### src/rtl/cpu_pkg.sv
// Shared CPU definitions: opcodes, instruction field positions, ALU operand-B select codes
// and default datapath widths.
package cpu_pkg;

    localparam int unsigned DATA_W_DEF = 16;
    localparam int unsigned ADDR_W_DEF = 8;

    typedef enum logic [2:0] {
        OP_ADD  = 3'b000,
        OP_SUB  = 3'b001,
        OP_AND  = 3'b010,
        OP_OR   = 3'b011,
        OP_LW   = 3'b100,
        OP_SW   = 3'b101,
        OP_BEQ  = 3'b110,
        OP_HALT = 3'b111
    } opcode_e;

    // Instruction layout: opcode[15:13] rd[12:11] rs1[10:9] rs2[8:7] imm[6:0]
    localparam int unsigned OPC_LSB = 13;
    localparam int unsigned OPC_W   = 3;
    localparam int unsigned RD_LSB  = 11;
    localparam int unsigned RS1_LSB = 9;
    localparam int unsigned RS2_LSB = 7;
    localparam int unsigned REG_W   = 2;
    localparam int unsigned IMM_W   = 7;

    typedef enum logic [1:0] {
        SRCB_REG = 2'b00,
        SRCB_ONE = 2'b01,
        SRCB_IMM = 2'b10,
        SRCB_BR  = 2'b11
    } srcb_e;

endpackage

### src/rtl/datapath_regs_if.sv
// Control-strobe and datapath bus between the control unit / memory / ALU and the
// datapath register set. The slave modport is the datapath side.
interface datapath_regs_if
    import cpu_pkg::*;
#(
    parameter int unsigned DATA_W = DATA_W_DEF,
    parameter int unsigned ADDR_W = ADDR_W_DEF
);

    logic              PCWrite;
    logic              PCWriteCond;
    logic              IRWrite;
    logic              ALUSrcA;
    logic [1:0]        ALUSrcB;
    logic              MemToReg;
    logic              IorD;
    logic              zero_flag;
    logic [DATA_W-1:0] alu_result;
    logic [DATA_W-1:0] mem_rdata;
    logic [DATA_W-1:0] rf_rdata1;
    logic [DATA_W-1:0] rf_rdata2;

    logic [DATA_W-1:0] alu_a;
    logic [DATA_W-1:0] alu_b;
    logic [ADDR_W-1:0] mem_addr;
    logic [DATA_W-1:0] mem_wdata;
    logic [DATA_W-1:0] rf_wdata;
    logic [2:0]        opcode;
    logic [1:0]        rd;
    logic [1:0]        rs1;
    logic [1:0]        rs2;
    logic [DATA_W-1:0] imm_ext;
    logic [ADDR_W-1:0] pc_out;

    modport master (
        output PCWrite, PCWriteCond, IRWrite, ALUSrcA, ALUSrcB, MemToReg, IorD,
        output zero_flag, alu_result, mem_rdata, rf_rdata1, rf_rdata2,
        input  alu_a, alu_b, mem_addr, mem_wdata, rf_wdata,
        input  opcode, rd, rs1, rs2, imm_ext, pc_out
    );

    modport slave (
        input  PCWrite, PCWriteCond, IRWrite, ALUSrcA, ALUSrcB, MemToReg, IorD,
        input  zero_flag, alu_result, mem_rdata, rf_rdata1, rf_rdata2,
        output alu_a, alu_b, mem_addr, mem_wdata, rf_wdata,
        output opcode, rd, rs1, rs2, imm_ext, pc_out
    );

endinterface

### src/rtl/perf_counters.sv
// Free-running cycle counter and fetched-instruction counter, both wrapping at 2^32.
// Compiled only when PERF_CNT_EN is defined.
`ifdef PERF_CNT_EN
module perf_counters (
    input  logic        clk,
    input  logic        reset_n,
    input  logic        ir_write,
    output logic [31:0] cycle_cnt,
    output logic [31:0] instr_cnt
);

    logic [31:0] cycle_q, cycle_d;
    logic [31:0] instr_q, instr_d;

    always_comb begin
        cycle_d = cycle_q + 32'd1;
        instr_d = instr_q;
        if (ir_write) begin
            instr_d = instr_q + 32'd1;
        end
    end

    always_ff @(posedge clk or negedge reset_n) begin
        if (!reset_n) begin
            cycle_q <= '0;
            instr_q <= '0;
        end else begin
            cycle_q <= cycle_d;
            instr_q <= instr_d;
        end
    end

    assign cycle_cnt = cycle_q;
    assign instr_cnt = instr_q;

endmodule
`endif

### src/rtl/datapath_regs.sv
// Multicycle datapath register set (PC, IR, MDR, A, B, ALUOut) with operand/address muxing.
// Build option: define PERF_CNT_EN to add the cycle_cnt / instr_cnt counter outputs.
module datapath_regs
    import cpu_pkg::*;
#(
    parameter int unsigned DATA_W = DATA_W_DEF,
    parameter int unsigned ADDR_W = ADDR_W_DEF
) (
    input  logic clk,
    input  logic reset_n,
    datapath_regs_if.slave bus
`ifdef PERF_CNT_EN
    ,
    output logic [31:0] cycle_cnt,
    output logic [31:0] instr_cnt
`endif
);

    logic [ADDR_W-1:0] pc_q, pc_d;
    logic [DATA_W-1:0] ir_q, ir_d;
    logic [DATA_W-1:0] mdr_q;
    logic [DATA_W-1:0] a_q;
    logic [DATA_W-1:0] b_q;
    logic [DATA_W-1:0] alu_out_q;

    logic [DATA_W-1:0] imm_ext;
    logic [DATA_W-1:0] pc_ext;

    // PCWrite wins over a conditional branch; the branch target is last cycle's ALUOut.
    always_comb begin
        pc_d = pc_q;
        if (bus.PCWrite) begin
            pc_d = bus.alu_result[ADDR_W-1:0];
        end else if (bus.PCWriteCond && bus.zero_flag) begin
            pc_d = alu_out_q[ADDR_W-1:0];
        end
    end

    always_comb begin
        ir_d = ir_q;
        if (bus.IRWrite) begin
            ir_d = bus.mem_rdata;
        end
    end

    always_ff @(posedge clk or negedge reset_n) begin
        if (!reset_n) begin
            pc_q      <= '0;
            ir_q      <= '0;
            mdr_q     <= '0;
            a_q       <= '0;
            b_q       <= '0;
            alu_out_q <= '0;
        end else begin
            pc_q      <= pc_d;
            ir_q      <= ir_d;
            mdr_q     <= bus.mem_rdata;
            a_q       <= bus.rf_rdata1;
            b_q       <= bus.rf_rdata2;
            alu_out_q <= bus.alu_result;
        end
    end

    always_comb begin
        imm_ext = {{(DATA_W - IMM_W){ir_q[IMM_W-1]}}, ir_q[IMM_W-1:0]};
        pc_ext  = {{(DATA_W - ADDR_W){1'b0}}, pc_q};

        bus.alu_a = bus.ALUSrcA ? a_q : pc_ext;

        bus.alu_b = imm_ext;
        case (srcb_e'(bus.ALUSrcB))
            SRCB_REG: bus.alu_b = b_q;
            SRCB_ONE: bus.alu_b = {{(DATA_W - 1){1'b0}}, 1'b1};
            SRCB_IMM: bus.alu_b = imm_ext;
            SRCB_BR:  bus.alu_b = imm_ext;
            default:  bus.alu_b = imm_ext;
        endcase

        bus.mem_addr  = bus.IorD ? bus.alu_result[ADDR_W-1:0] : pc_q;
        bus.mem_wdata = b_q;
        bus.rf_wdata  = bus.MemToReg ? mdr_q : alu_out_q;

        bus.opcode  = ir_q[OPC_LSB +: OPC_W];
        bus.rd      = ir_q[RD_LSB +: REG_W];
        bus.rs1     = ir_q[RS1_LSB +: REG_W];
        bus.rs2     = ir_q[RS2_LSB +: REG_W];
        bus.imm_ext = imm_ext;
        bus.pc_out  = pc_q;
    end

`ifdef PERF_CNT_EN
    perf_counters u_perf_counters (
        .clk       (clk),
        .reset_n   (reset_n),
        .ir_write  (bus.IRWrite),
        .cycle_cnt (cycle_cnt),
        .instr_cnt (instr_cnt)
    );
`endif

endmodule

### src/flat_wrapper.sv
// flat-port wrapper written by rule: the top's interface ports become plain ports
module datapath_regs_flat import cpu_pkg::*;
#(
    parameter int unsigned DATA_W = DATA_W_DEF,
    parameter int unsigned ADDR_W = ADDR_W_DEF
)
  (clk, reset_n, bus_PCWrite, bus_PCWriteCond, bus_IRWrite, bus_ALUSrcA, bus_ALUSrcB, bus_MemToReg, bus_IorD, bus_zero_flag, bus_alu_result, bus_mem_rdata, bus_rf_rdata1, bus_rf_rdata2, bus_alu_a, bus_alu_b, bus_mem_addr, bus_mem_wdata, bus_rf_wdata, bus_opcode, bus_rd, bus_rs1, bus_rs2, bus_imm_ext, bus_pc_out);
  datapath_regs_if #(.DATA_W(DATA_W), .ADDR_W(ADDR_W)) bus_i ();
  input  logic clk;
  input  logic reset_n;
  input wire logic [$bits(bus_i.PCWrite)-1:0] bus_PCWrite;
  input wire logic [$bits(bus_i.PCWriteCond)-1:0] bus_PCWriteCond;
  input wire logic [$bits(bus_i.IRWrite)-1:0] bus_IRWrite;
  input wire logic [$bits(bus_i.ALUSrcA)-1:0] bus_ALUSrcA;
  input wire logic [$bits(bus_i.ALUSrcB)-1:0] bus_ALUSrcB;
  input wire logic [$bits(bus_i.MemToReg)-1:0] bus_MemToReg;
  input wire logic [$bits(bus_i.IorD)-1:0] bus_IorD;
  input wire logic [$bits(bus_i.zero_flag)-1:0] bus_zero_flag;
  input wire logic [$bits(bus_i.alu_result)-1:0] bus_alu_result;
  input wire logic [$bits(bus_i.mem_rdata)-1:0] bus_mem_rdata;
  input wire logic [$bits(bus_i.rf_rdata1)-1:0] bus_rf_rdata1;
  input wire logic [$bits(bus_i.rf_rdata2)-1:0] bus_rf_rdata2;
  output wire logic [$bits(bus_i.alu_a)-1:0] bus_alu_a;
  output wire logic [$bits(bus_i.alu_b)-1:0] bus_alu_b;
  output wire logic [$bits(bus_i.mem_addr)-1:0] bus_mem_addr;
  output wire logic [$bits(bus_i.mem_wdata)-1:0] bus_mem_wdata;
  output wire logic [$bits(bus_i.rf_wdata)-1:0] bus_rf_wdata;
  output wire logic [$bits(bus_i.opcode)-1:0] bus_opcode;
  output wire logic [$bits(bus_i.rd)-1:0] bus_rd;
  output wire logic [$bits(bus_i.rs1)-1:0] bus_rs1;
  output wire logic [$bits(bus_i.rs2)-1:0] bus_rs2;
  output wire logic [$bits(bus_i.imm_ext)-1:0] bus_imm_ext;
  output wire logic [$bits(bus_i.pc_out)-1:0] bus_pc_out;
  assign bus_i.PCWrite = bus_PCWrite;
  assign bus_i.PCWriteCond = bus_PCWriteCond;
  assign bus_i.IRWrite = bus_IRWrite;
  assign bus_i.ALUSrcA = bus_ALUSrcA;
  assign bus_i.ALUSrcB = bus_ALUSrcB;
  assign bus_i.MemToReg = bus_MemToReg;
  assign bus_i.IorD = bus_IorD;
  assign bus_i.zero_flag = bus_zero_flag;
  assign bus_i.alu_result = bus_alu_result;
  assign bus_i.mem_rdata = bus_mem_rdata;
  assign bus_i.rf_rdata1 = bus_rf_rdata1;
  assign bus_i.rf_rdata2 = bus_rf_rdata2;
  assign bus_alu_a = bus_i.alu_a;
  assign bus_alu_b = bus_i.alu_b;
  assign bus_mem_addr = bus_i.mem_addr;
  assign bus_mem_wdata = bus_i.mem_wdata;
  assign bus_rf_wdata = bus_i.rf_wdata;
  assign bus_opcode = bus_i.opcode;
  assign bus_rd = bus_i.rd;
  assign bus_rs1 = bus_i.rs1;
  assign bus_rs2 = bus_i.rs2;
  assign bus_imm_ext = bus_i.imm_ext;
  assign bus_pc_out = bus_i.pc_out;
  datapath_regs #(.DATA_W(DATA_W), .ADDR_W(ADDR_W)) u_core (.clk(clk), .reset_n(reset_n), .bus(bus_i));
endmodule
### config.mk
export PLATFORM = sky130hd
export DESIGN_NAME = datapath_regs_flat
export DESIGN_NICKNAME = d
export VERILOG_FILES = /design/src/rtl/cpu_pkg.sv /design/src/rtl/datapath_regs_if.sv /design/src/rtl/perf_counters.sv /design/src/rtl/datapath_regs.sv /design/src/flat_wrapper.sv
export SDC_FILE = /design/constraint.sdc
export NUM_CORES = 1
export LEC_CHECK = 0
export CAP_MARGIN = 0
export CORE_AREA = 5 5 88 123
export DETAILED_ROUTE_END_ITERATION = 10
export DIE_AREA = 0 0 93 128
export PLACE_DENSITY = 0.77
export REMOVE_ABC_BUFFERS = 1
export SYNTH_ARGS = -nofsm -noshare
export SYNTH_HDL_FRONTEND = slang
export SYNTH_SLANG_ARGS = --single-unit
export TNS_END_PERCENT = 50
### constraint.sdc
create_clock -name clk -period 1.4 [get_ports clk]
set_input_delay 0.42 -clock clk [delete_from_list [all_inputs] [get_ports clk]]
set_output_delay 0.42 -clock clk [all_outputs]
set_load 0.005 [all_outputs]
Yosys cells after proc, flatten, opt, wreduce, memory -nomap -nowiden
Index checks and enable logic that the tools add are counted.
{"block": "totals", "ff_bits": 88, "elab_cells": 19}
{"block": "classes", "n_reduce_logical": 4, "n_mux": 6, "n_eq_ne": 3}
{"op": "$pmux 16 s3", "n": 1}
{"op": "$mux 16", "n": 2}
{"op": "$mux 8", "n": 3}
{"op": "$eq 2x2->1 const B", "n": 2}
{"op": "$eq 2x1->1 const B", "n": 1}
{"op": "$logic_not 2->1", "n": 1}
{"op": "$reduce_bool 2->1", "n": 1}
{"op": "$reduce_or 2->1", "n": 1}
{"op": "$logic_and 1x1->1", "n": 1}

Logic depth before layout (Yosys ltp)
{"block": "logic_depth", "word_depth": 3, "depth_mapped": 4, "ltp_nobuf": 2}

Least setup slack after synthesis
No wires, ideal clock.
{"block": "synth_timing", "path_type": "input port to output port", "start": "input port bus_MemToReg", "end": "output port bus_rf_wdata[10]", "arrival_ns": 1.064, "required_time_ns": 0.980, "slack_ns": -0.084, "path_stages": 3, "cell_sequence": "buf_2 buf_6 mux2_2"}
{"block": "synth_via", "elab_chain_cells": 1}
{"item": "start: declaration", "line_no": "flat_wrapper.sv:16", "rtl": "input wire logic [$bits(bus_i.MemToReg)-1:0] bus_MemToReg;"}
{"item": "$mux 16", "line_no": "datapath_regs.sv:81", "rtl": "bus.rf_wdata = bus.MemToReg ? mdr_q : alu_out_q;"}
{"item": "end: declaration", "line_no": "flat_wrapper.sv:27", "rtl": "output wire logic [$bits(bus_i.rf_wdata)-1:0] bus_rf_wdata;"}
No other way between the ends.

Final worst setup path
{"block": "layout_timing", "start": "register u_core.ir_q[6]", "end": "output port bus_alu_b[11]"}
{"block": "layout_via", "elab_chain_cells": 1}
{"item": "start: declaration", "line_no": "datapath_regs.sv:20", "rtl": "logic [DATA_W-1:0] ir_q, ir_d;"}
{"item": "start signal: assignment", "line_no": "datapath_regs.sv:56", "rtl": "ir_q <= ir_d;"}
{"item": "$pmux 16 s3", "line_no": "datapath_regs.sv:71", "rtl": "case (srcb_e'(bus.ALUSrcB))"}
{"item": "end: declaration", "line_no": "flat_wrapper.sv:24", "rtl": "output wire logic [$bits(bus_i.alu_b)-1:0] bus_alu_b;"}
No other way between the ends.

==> summary.txt <==
Floorplanning
  • IO Count: 180
  • Core Area: 9680 um2
  • Die area: 11,900 um2
  • Starting Density: 34.0%
  • Std cell rows: 43
  • Die Wd: 93 um
  • Chip Height: 128 um

Critical path
  • Critical path data required time: 0.98 ns
  • CP Capture Type: output pin
  • Worst setup path class: reg2out
  • Slowest CP cell: dfrtp_2
  • Startpoint Class: flop
  • Crit-path max FO: 6
  • WP data arrival: 1.30 ns
  • Critical path buffers and inverters: 2
  • Top delay family on crit path: flip-flops
  • Crit-path cells: and2_4, buf_6, a21o_1, buf_2
  • Crit path largest cell delay: 0.42 ns

Clock tree
  • Hold Buf Count CTS: 0
  • Clk Latency, worst-skew pair: 0.33 ns
  • CTS tree: built
  • Root Buffer Master: clkbuf_16
  • Num CTS Buffers: 9
  • Clock sinks: 88
  • H-tree depth: 3
  • Clk buf depth: 2
  • Reg clk slew, reported paths: 0.06 ns

GRT
  • Gr ovfl total: 0
  • First-pass GRT wire length: 16.6 mm
  • Initial antenna violation count: 0
  • Largest net degree at the start of global routing: 49
  • Vias in the first global route: 3,146
  • Total GRT Usage: 18.3%

Drt
  • Routed len/inst: 18.2 um
  • Met3 WL: 867 um
  • Drt first-iter violations: 98
  • Via count: 2,825
  • Met1 WL: 3.84 mm
  • DRC viols: 0
  • Vias/cell: 4.71
  • Detail Route Antenna Nets: 0
  • Drt total wl: 10.9 mm
  • Top sig layer: met4
  • Pre-antenna DRT Iters: 5
  • WL met2: 6.10 mm

Logic synthesis
  • Gate Count Post-Synth: 237
  • Synthesized area: 3290 um2
  • Yosys warning count: 0
  • Syn avg cell area: 13.9 um2
  • Register area share after synthesis: 66.8%
  • Post-synth cell types: 18
  • #FFs+latches synth: 88

Worst hold path
  • Hold WC Path Type: in2async

Cells and area
  • Layout cells sized above 1: 51.4%
  • Commonest non-fill, non-tap cells in the layout: dfrtp_1, buf_6, clkdlybuf4s50_1
  • Final #Nets: 559
  • Area Growth Syn to Fin: 84.7%
  • Most common cell after layout, fill and taps aside: dfrtp_1
  • Ant diodes: 0

Timing
  • Final period util: 123%
  • Final setup viols: 58
  • Worst hold slack: 0.0703 ns
  • Setup WS post-layout: -0.321 ns
  • Slew Viols, Final: 0
  • Clock Skew: 0.00369 ns
  • Final hold violation count: 0
  • Fmax: 581 MHz
  • Shortest period the worst path allows: 1.72 ns
  • RSZ-0062 raised after global routing: yes
  • Slew HR: 82.4%
  • Setup TNS: -9.56 ns
  • Slew @ Worst Pin: 0.260 ns

Run status
  • Failing checks: negative setup slack
  • Outcome: finished, violations left

Pwr
  • Peak supply drop: 0.000744 V
  • Leak: 2.95 nW
  • Pwr/cell area: 1120 nW/um2

Run
  • MaxCap Viol Count: 0

Placed design
  • Port Buffers: 179
  • RD Place Congestion: 0.747
  • Final HPWL DP: 7.71 mm
==> sequential cells by signal (all words and copies together), names as in the netlist <==
name and cells:
u_core.bus.pc_out 8, u_core.alu_out_q 16, u_core.bus.mem_wdata 16, u_core.mdr_q 16, u_core.a_q 16, u_core.ir_q 16
==> metal layers <==
| layer | global-route usage, % | vias to the layer above |
|---|---|---|
| met4 | 5.18 | 0 |
| met5 | 0 | - |
| met1 | 20.0 | 1387 |
| li1 | - | 1304 |
| met2 | 33.0 | 122 |
| met3 | 6.58 | 12 |
==> timing repair <==
action / CTS / global route
resized for setup: 434 / 70
endpoints found under the setup margin: 105 / 89
pin swaps: 13 / 17
gates cloned: 3 / 0
buffers inserted: 24 / 7
==> final timing paths <==
path	startpoint	end	slack, ns	cells past startpoint
max	u_core.ir_q[6]$_DFFE_PN0P_	bus_alu_b[11]	-0.32	4
min reg2reg	u_core.ir_q[12]$_DFFE_PN0P_	u_core.ir_q[12]$_DFFE_PN0P_	0.51	1
min	reset_n	u_core.bus.pc_out[1]$_DFFE_PN0P_	0.07	2
max reg2reg	u_core.ir_q[6]$_DFFE_PN0P_	u_core.ir_q[6]$_DFFE_PN0P_	0.11	5
min in group clk	bus_alu_result[3]	u_core.alu_out_q[3]$_DFF_PN0_	0.44	2
max in group asynchronous	reset_n	u_core.ir_q[6]$_DFFE_PN0P_	1.09	2
==> area by class of cell <==
class | instances | area [um2]
clock buffers | 12 | 256
clock inverters | 3 | 65.1
fillers | 760 | 3600
inverters | 8 | 37.5
multi-input cells | 117 | 998
flip-flops and latches | 88 | 2200
well taps | 112 | 140
repair buffers | 260 | 2380
==> stage by stage <==
| stage | setup slack, ns | power (W) | area (um2) | utilization (%) | std cells |
|---|---|---|---|---|---|
| 2_1_floorplan | -0.110 | 0.00308 | 3130 | - | 213 |
| 3_3_place_gp | -0.968 | 0.00414 | 5480 | 56.6 | 552 |
| 3_5_place_dp | -1.02 | 0.00416 | 5480 | 56.6 | 552 |
| 4_1_cts | -0.389 | 0.00675 | 5930 | 61.2 | 593 |
| 5_1_grt | -0.374 | 0.00708 | 6090 | 62.8 | 600 |
| 6_report | -0.321 | 0.00679 | 6090 | 62.8 | 600 |
==> Yosys cell counts <==
cell type / count / share of area, %
o21ai_0: 17 / 2.6
nor2_1: 1 / 0.11
nor2_4: 1 / 0.34
inv_1: 8 / 0.91
and2_4: 1 / 0.27
nand4b_1: 8 / 2.1
buf_4: 11 / 2.5
nand2_1: 25 / 2.8
buf_2: 6 / 0.91
mux2_2: 32 / 11
a21o_1: 10 / 2.3
dfrtp_1: 88 / 67
o311ai_2: 2 / 0.99
and2_1: 9 / 1.7
a22o_1: 5 / 1.3
clkbuf_1: 3 / 0.34
o311ai_1: 6 / 1.6
buf_6: 4 / 1.4
==> cell families (layout without fill, tap and decap cells) <==
logic type | after synthesis | in the layout | share of synthesized area, %
buffers and inverters | 32 | 283 | 6.04
AO/OA/AOI/OAI | 40 | 40 | 8.77
AND/OR/NAND/NOR | 45 | 45 | 7.41
flip-flops | 88 | 88 | 66.8
multiplexers | 32 | 32 | 10.9
==> where the power goes <==
part / internal [W] / leakage (nW) / switching [W] / total (W)
combinational: 0.000902 / 1.76 / 0.000521 / 0.00142
clock: 0.00165 / 0.159 / 0.000925 / 0.00257
sequential: 0.00271 / 1.03 / 0.0000892 / 0.00280
total: 0.00526 / 2.95 / 0.00154 / 0.00679
(Power assumes the default switching activity.)
==> patch 1: new RTL, config.mk and constraints unchanged <==
Take the reset off `ir_q` and load it in a clocked block of its own.
--- a/src/rtl/datapath_regs.sv
+++ b/src/rtl/datapath_regs.sv
@@ -46,19 +46,21 @@
     always_ff @(posedge clk or negedge reset_n) begin
         if (!reset_n) begin
             pc_q      <= '0;
-            ir_q      <= '0;
             mdr_q     <= '0;
             a_q       <= '0;
             b_q       <= '0;
             alu_out_q <= '0;
         end else begin
             pc_q      <= pc_d;
-            ir_q      <= ir_d;
             mdr_q     <= bus.mem_rdata;
             a_q       <= bus.rf_rdata1;
             b_q       <= bus.rf_rdata2;
             alu_out_q <= bus.alu_result;
         end
+    end
+
+    always_ff @(posedge clk) begin
+        ir_q <= ir_d;
     end
 
     always_comb begin
Formal check against the unedited RTL: not equivalent (Yosys sat finds a counterexample within 4 cycles, from zero or initial values and one cycle with reset_n low).
==> patch 1 against the unedited design <==
- the flow still finishes with violations (setup timing)
- total power down 5.5%
- final cell count decreased by 5.0%
- worst setup slack got worse by 2.6 ps
- final area fell by 4.8%
- sequential power increased by 1%
- sequential cell count is the same
- area after synthesis shrank 3.5%
- sequential share of layout area grew 3.2 points
- global-route usage fell by 1.2 points
- hold slack gained 36 ps
- routed wire length fell by 7.7%
- utilization fell by 3.0 points
- register-to-register slack better by 280 ps
- non-clock buffer count is 14 lower
- critical endpoint is now bus_rf_wdata[4]
==> patch 1: results (changes against the unedited design) <==
- Peak ir drop on the vdd network: 0.610 mV (-18%)
- Crit-path leading delay family: buffers and inverters
- First-pass detailed-route iteration total: 4 (-1)
- Post-synthesis compound-gate area fraction: 9.09% (+0.32 points)
- Commonest cells in the netlist: 72 x sky130_fd_sc_hd__dfrtp_1, 25 x sky130_fd_sc_hd__nand2_1, 17 x sky130_fd_sc_hd__o21ai_0
- Final setup violation count: 67 (+16%)
- Routability congestion estimate from global placement: 0.755 (+1.0%)
- Number of global-route vias before repair: 2981 (-5.2%)
- Largest fanout on the critical path: 5 (-1)
- Post-detailed-placement cell area: 5350 µm² (-2.4%)
- First-pass GRT wire length: 15.2 mm (-8.3%)
- Delay of the slowest critical-path stage: 290 ps (-130 ps)
- Reg2reg path depth: 4 (-1)
- Number of enable flip-flop cells after synthesis: 16 (+16)
- Pin count of the biggest net entering global routing: 73 (+49%)
- Reported leakage power: 2.72 nW (-7.8%)
- Final clock skew: 0.316 ps (-3.38 ps)
- Status: finished, violations left
- Multiplexer area fraction after synthesis: 5.67% (-5.3 points)
- Global-route usage over all layers: 17.0% (-1.2 points)
- Share of synthesized area occupied by flip-flops and latches: 71.8% (+5.0 points)
- Distinct cells, synth: 19 (+1)
- Proportion of layout cells with a drive suffix above 1: 45.2% (-6.2 points)
- Ys async rst share: 81.8% (-18 points)
- Number of vias per cell after detailed routing: 4.62 (-1.9%)
- Leading post-synthesis cells by cell area: sky130_fd_sc_hd__dfrtp_1 57%, sky130_fd_sc_hd__edfxtp_1 15%, sky130_fd_sc_hd__mux2_2 5.7%
- Starting DRT DRC Count: 56 (-43%)
- Number of nets in the finished design: 529 (-5.4%)
- Remaining max-slew budget at the tightest pin: 74.5% (-8.0 points)
- Violated checks: setup timing
- Internal Dissipation: 4.99 mW (-5.2%)
- Worst-case setup margin in the final layout: -323 ps (-2.56 ps)
==> patch 1: cell families (layout without fill, tap and decap cells) <==
| kind of cell | Yosys count | in the layout |
|---|---|---|
| AND/OR/NAND/NOR | 45 | 45 |
| buffers and inverters | 30 | 269 |
| multiplexers | 16 | 16 |
| flip-flops | 88 | 88 |
| AO/OA/AOI/OAI | 40 | 40 |
==> patch 1: routing by layer <==
metal	vias up	track usage, %	wire, µm
met3	18	3.76	657
met2	115	31.5	5640
met4	0	9.23	260
li1	1223	-	-
met1	1277	17.5	3540
met5	-	0	0
==> patch 1: layout make-up <==
cell class              instances  area (µm²)
repair buffers                246        2250
flip-flops and latches         88        2280
inverters                       8        37.5
well taps                     112         140
clock buffers                  12         256
fillers                       766        3890
clock inverters                 3        42.5
multi-input cells             101         788
==> patch 1: final timing paths <==
path                                                   from                                to  slack (ps)
min in group clk                          bus_alu_result[0]     u_core.alu_out_q[0]$_DFF_PN0_         390
max in group asynchronous                           reset_n     u_core.alu_out_q[6]$_DFF_PN0_         990
setup / recovery                               bus_MemToReg                   bus_rf_wdata[4]        -320
setup reg to reg           u_core.bus.pc_out[4]$_DFFE_PN0P_  u_core.bus.pc_out[4]$_DFFE_PN0P_         390
hold reg to reg               u_core.alu_out_q[2]$_DFF_PN0_  u_core.bus.pc_out[2]$_DFFE_PN0P_         570
hold / removal                                      reset_n     u_core.alu_out_q[9]$_DFF_PN0_         110
==> patch 1: stage by stage <==
stage / worst slack (ps) / util, % / TNS, ps / instances / power [mW]
finish: -323 / 59.8 / -8770 / 570 / 6.42
global route: -349 / 59.8 / -11330 / 570 / 6.70
CTS: -352 / 58.9 / -11320 / 569 / 6.45
detailed placement: -951 / 55.2 / -48760 / 532 / 4.07
global placement: -927 / 55.2 / -47250 / 532 / 4.04
floorplan: -113 / - / -1130 / 197 / 3.08
==> patch 1: worst reg2reg max path: stages (launching register included) <==
cell	delay, ps
sky130_fd_sc_hd__dfrtp_1	370
sky130_fd_sc_hd__inv_2	60
sky130_fd_sc_hd__buf_4	120
sky130_fd_sc_hd__buf_4	120
sky130_fd_sc_hd__o311ai_1	250
==> patch 1: timing repair <==
item                                    CTS  global route
gates resized for setup                 410            44
buffers inserted                         18             4
endpoints found under the setup margin  105            84
gates cloned                              4             0
pin swaps                                13             8
==> patch 1: power groups by stage <==
stage / clock (mW) / combinational, mW / sequential, mW
after global placement: 0 / 1.17 / 2.88
after detailed placement: 0 / 1.19 / 2.88
after floorplan: 0 / 0.195 / 2.88
after CTS: 2.44 / 1.16 / 2.84
final: 2.38 / 1.20 / 2.84
after global routing: 2.54 / 1.30 / 2.86
==> patch 2: new RTL, same flow settings <==
Made on the original files. Change the package constant `RD_LSB` from 11 to 12.
--- a/src/rtl/cpu_pkg.sv
+++ b/src/rtl/cpu_pkg.sv
@@ -19,7 +19,7 @@
     // Instruction layout: opcode[15:13] rd[12:11] rs1[10:9] rs2[8:7] imm[6:0]
     localparam int unsigned OPC_LSB = 13;
     localparam int unsigned OPC_W   = 3;
-    localparam int unsigned RD_LSB  = 11;
+    localparam int unsigned RD_LSB  = 12;
     localparam int unsigned RS1_LSB = 9;
     localparam int unsigned RS2_LSB = 7;
     localparam int unsigned REG_W   = 2;
Check against the original RTL: not equivalent (Yosys sat finds a counterexample within 4 cycles, from zero or initial values and one cycle with reset_n low).
==> patch 2 against the unedited design <==
- the flow still finishes with violations (setup timing)
- critical path type unchanged
- largest cell class unchanged
- final area is 2.5% lower
- sequential cell count is 1 lower
- global-route usage is 1.5 points higher
- total power is 7.2% lower
- worst setup slack better by 32 ps
- highest routed layer unchanged
- final cell count is 1.8% lower
- synthesized cell count is 0.42% lower
- first-iteration DRC count is 31% lower
- area after synthesis is 1.1% lower
- critical endpoint is now bus_alu_b[14]
- non-clock buffer count is 11 lower
- routed wire length is 5.6% higher
==> patch 2: results (changes against the unedited design) <==
- Violated checks: setup timing
- Delay of the slowest critical-path stage: 450 ps (+30 ps)
- HPWL after detailed placement: 8.18 mm (+6.2%)
- Reported leakage power: 2.86 nW (-2.9%)
- Number of placed instances, taps included: 547 (-0.91%)
- Arrival time worst endpoint: 1270 ps (-30 ps)
- Worst-case setup margin in the final layout: -289 ps (+31.9 ps)
- Mean routed wirelength per cell: 19.6 µm (+7.6%)
- Final WL: 11.6 mm (+5.6%)
- Largest fanout on the critical path: 5 (-1)
- Remaining max-slew budget at the tightest pin: 81.0% (-1.4 points)
- Peak ir drop on the vdd network: 0.669 mV (-10%)
- Leading post-synthesis cells by cell area: sky130_fd_sc_hd__dfrtp_1 67%, sky130_fd_sc_hd__mux2_2 11%, sky130_fd_sc_hd__buf_4 3.2%
- Routability congestion estimate from global placement: 0.798 (+6.9%)
- Final setup violation count: 57 (-1.7%)
- Global-route usage over all layers: 19.7% (+1.5 points)
- Reg-to-reg setup timing slack: 210 ps (+100 ps)
- Maximum count of clock buffers along a single path: 2 (unchanged)
- Number of global-route vias before repair: 3258 (+3.6%)
- Proportion of layout cells with a drive suffix above 1: 50.5% (-0.91 points)
- Number of vias per cell after detailed routing: 4.80 (+1.9%)
- Number of antenna violations at the first check in global routing: 0 (unchanged)
- Status: finished, violations left
- First-pass GRT wire length: 17.3 mm (+4.3%)
- Starting DRT DRC Count: 68 (-31%)
- Pin count of the biggest net entering global routing: 45 (-8.2%)
- Met3 Resource Use GR: 5.75% (-0.82 points)
- Grt met1 use: 19.4% (-0.61 points)
- Share of synthesized area occupied by flip-flops and latches: 66.8% (about the same)
- Gate Count Post-Synth: 236 (-0.42%)
- Final clock skew: 3.46 ps (-0.229 ps)
- Power dissipated by switching net loads: 1.57 mW (+2.0%)
- Antenna Diode Count: 0 (unchanged)
- Commonest cells in the netlist: 87 x sky130_fd_sc_hd__dfrtp_1, 31 x sky130_fd_sc_hd__mux2_2, 25 x sky130_fd_sc_hd__nand2_1
- First-pass detailed-route iteration total: 4 (-1)
- Worst Hold Margin: 75.0 ps (+4.66 ps)
- Clock group share of total power: 34.1% (-3.8 points)
==> patch 2: cell types whose count changed in the layout (fill, tap and decap cells not counted), moves of 3 or more <==
cell	unedited run	this run
sky130_fd_sc_hd__buf_8	5	2
sky130_fd_sc_hd__clkdlybuf4s15_1	19	15
sky130_fd_sc_hd__inv_2	5	8
sky130_fd_sc_hd__buf_12	6	11
sky130_fd_sc_hd__inv_4	3	0
sky130_fd_sc_hd__buf_6	62	53
sky130_fd_sc_hd__buf_2	39	43
sky130_fd_sc_hd__buf_4	43	37
==> patch 2: cell families (layout without fill, tap and decap cells) <==
| family | Yosys count | in the layout | synth area share [%] |
|---|---|---|---|
| buf+inv | 33 | 273 | 6.11 |
| simple gates | 45 | 46 | 7.49 |
| compound gates | 40 | 40 | 8.87 |
| flops | 87 | 87 | 66.8 |
| mux | 31 | 31 | 10.7 |
==> patch 2: through the flow <==
stage                     power, mW  TNS (ps)  setup WS (ps)  utilization, %  cell area, µm²
after floorplan                3.05     -1070           -107               -            3090
after global placement         4.11    -49860           -927            56.3            5460
after detailed placement       4.14    -51580           -989            56.3            5460
after CTS                      6.30     -9280           -293            60.6            5860
after global routing           6.58    -10320           -330            61.3            5930
final                          6.30     -7850           -289            61.3            5930
==> patch 2: area by class of cell <==
class / instances / area (µm²) / area share, %
multi-input cells: 117 / 991 / 16.7
repair buffers: 249 / 2330 / 39.3
clock buffers: 12 / 236 / 3.99
flip-flops and latches: 87 / 2180 / 36.7
clock inverters: 4 / 22.5 / 0.380
well taps: 112 / 140 / 2.36
inverters: 8 / 30.0 / 0.506
==> patch 2: what timing repair did <==
action | 4_1_cts | 5_1_grt
endpoints found under the setup margin | 105 | 89
endpoints found under the hold margin | 0 | 0
pin swaps | 11 | 10
gates cloned | 5 | 0
gates resized for setup | 448 | 53
setup buffers | 19 | 3
==> patch 2: worst paths after layout <==
check,start,endpoint,depth (start not counted)
worst max-delay path,u_core.ir_q[6]$_DFFE_PN0P_,bus_alu_b[14],3
worst min-delay path,reset_n,u_core.mdr_q[2]$_DFF_PN0_,2
worst max register to register,u_core.ir_q[6]$_DFFE_PN0P_,u_core.ir_q[6]$_DFFE_PN0P_,4
worst min register to register,u_core.ir_q[10]$_DFFE_PN0P_,u_core.ir_q[10]$_DFFE_PN0P_,1
max in group asynchronous,reset_n,u_core.ir_q[6]$_DFFE_PN0P_,2
min in group clk,bus_alu_result[2],u_core.alu_out_q[2]$_DFF_PN0_,2
==> patch 2: layer usage <==
layer / share of wire (%) / vias to the layer above / wire length [µm]
li1: - / 1278 / -
met1: 32 / 1395 / 3740
met2: 57 / 128 / 6610
met3: 7.1 / 25 / 825
met4: 3.3 / 0 / 378
met5: 0 / - / 0
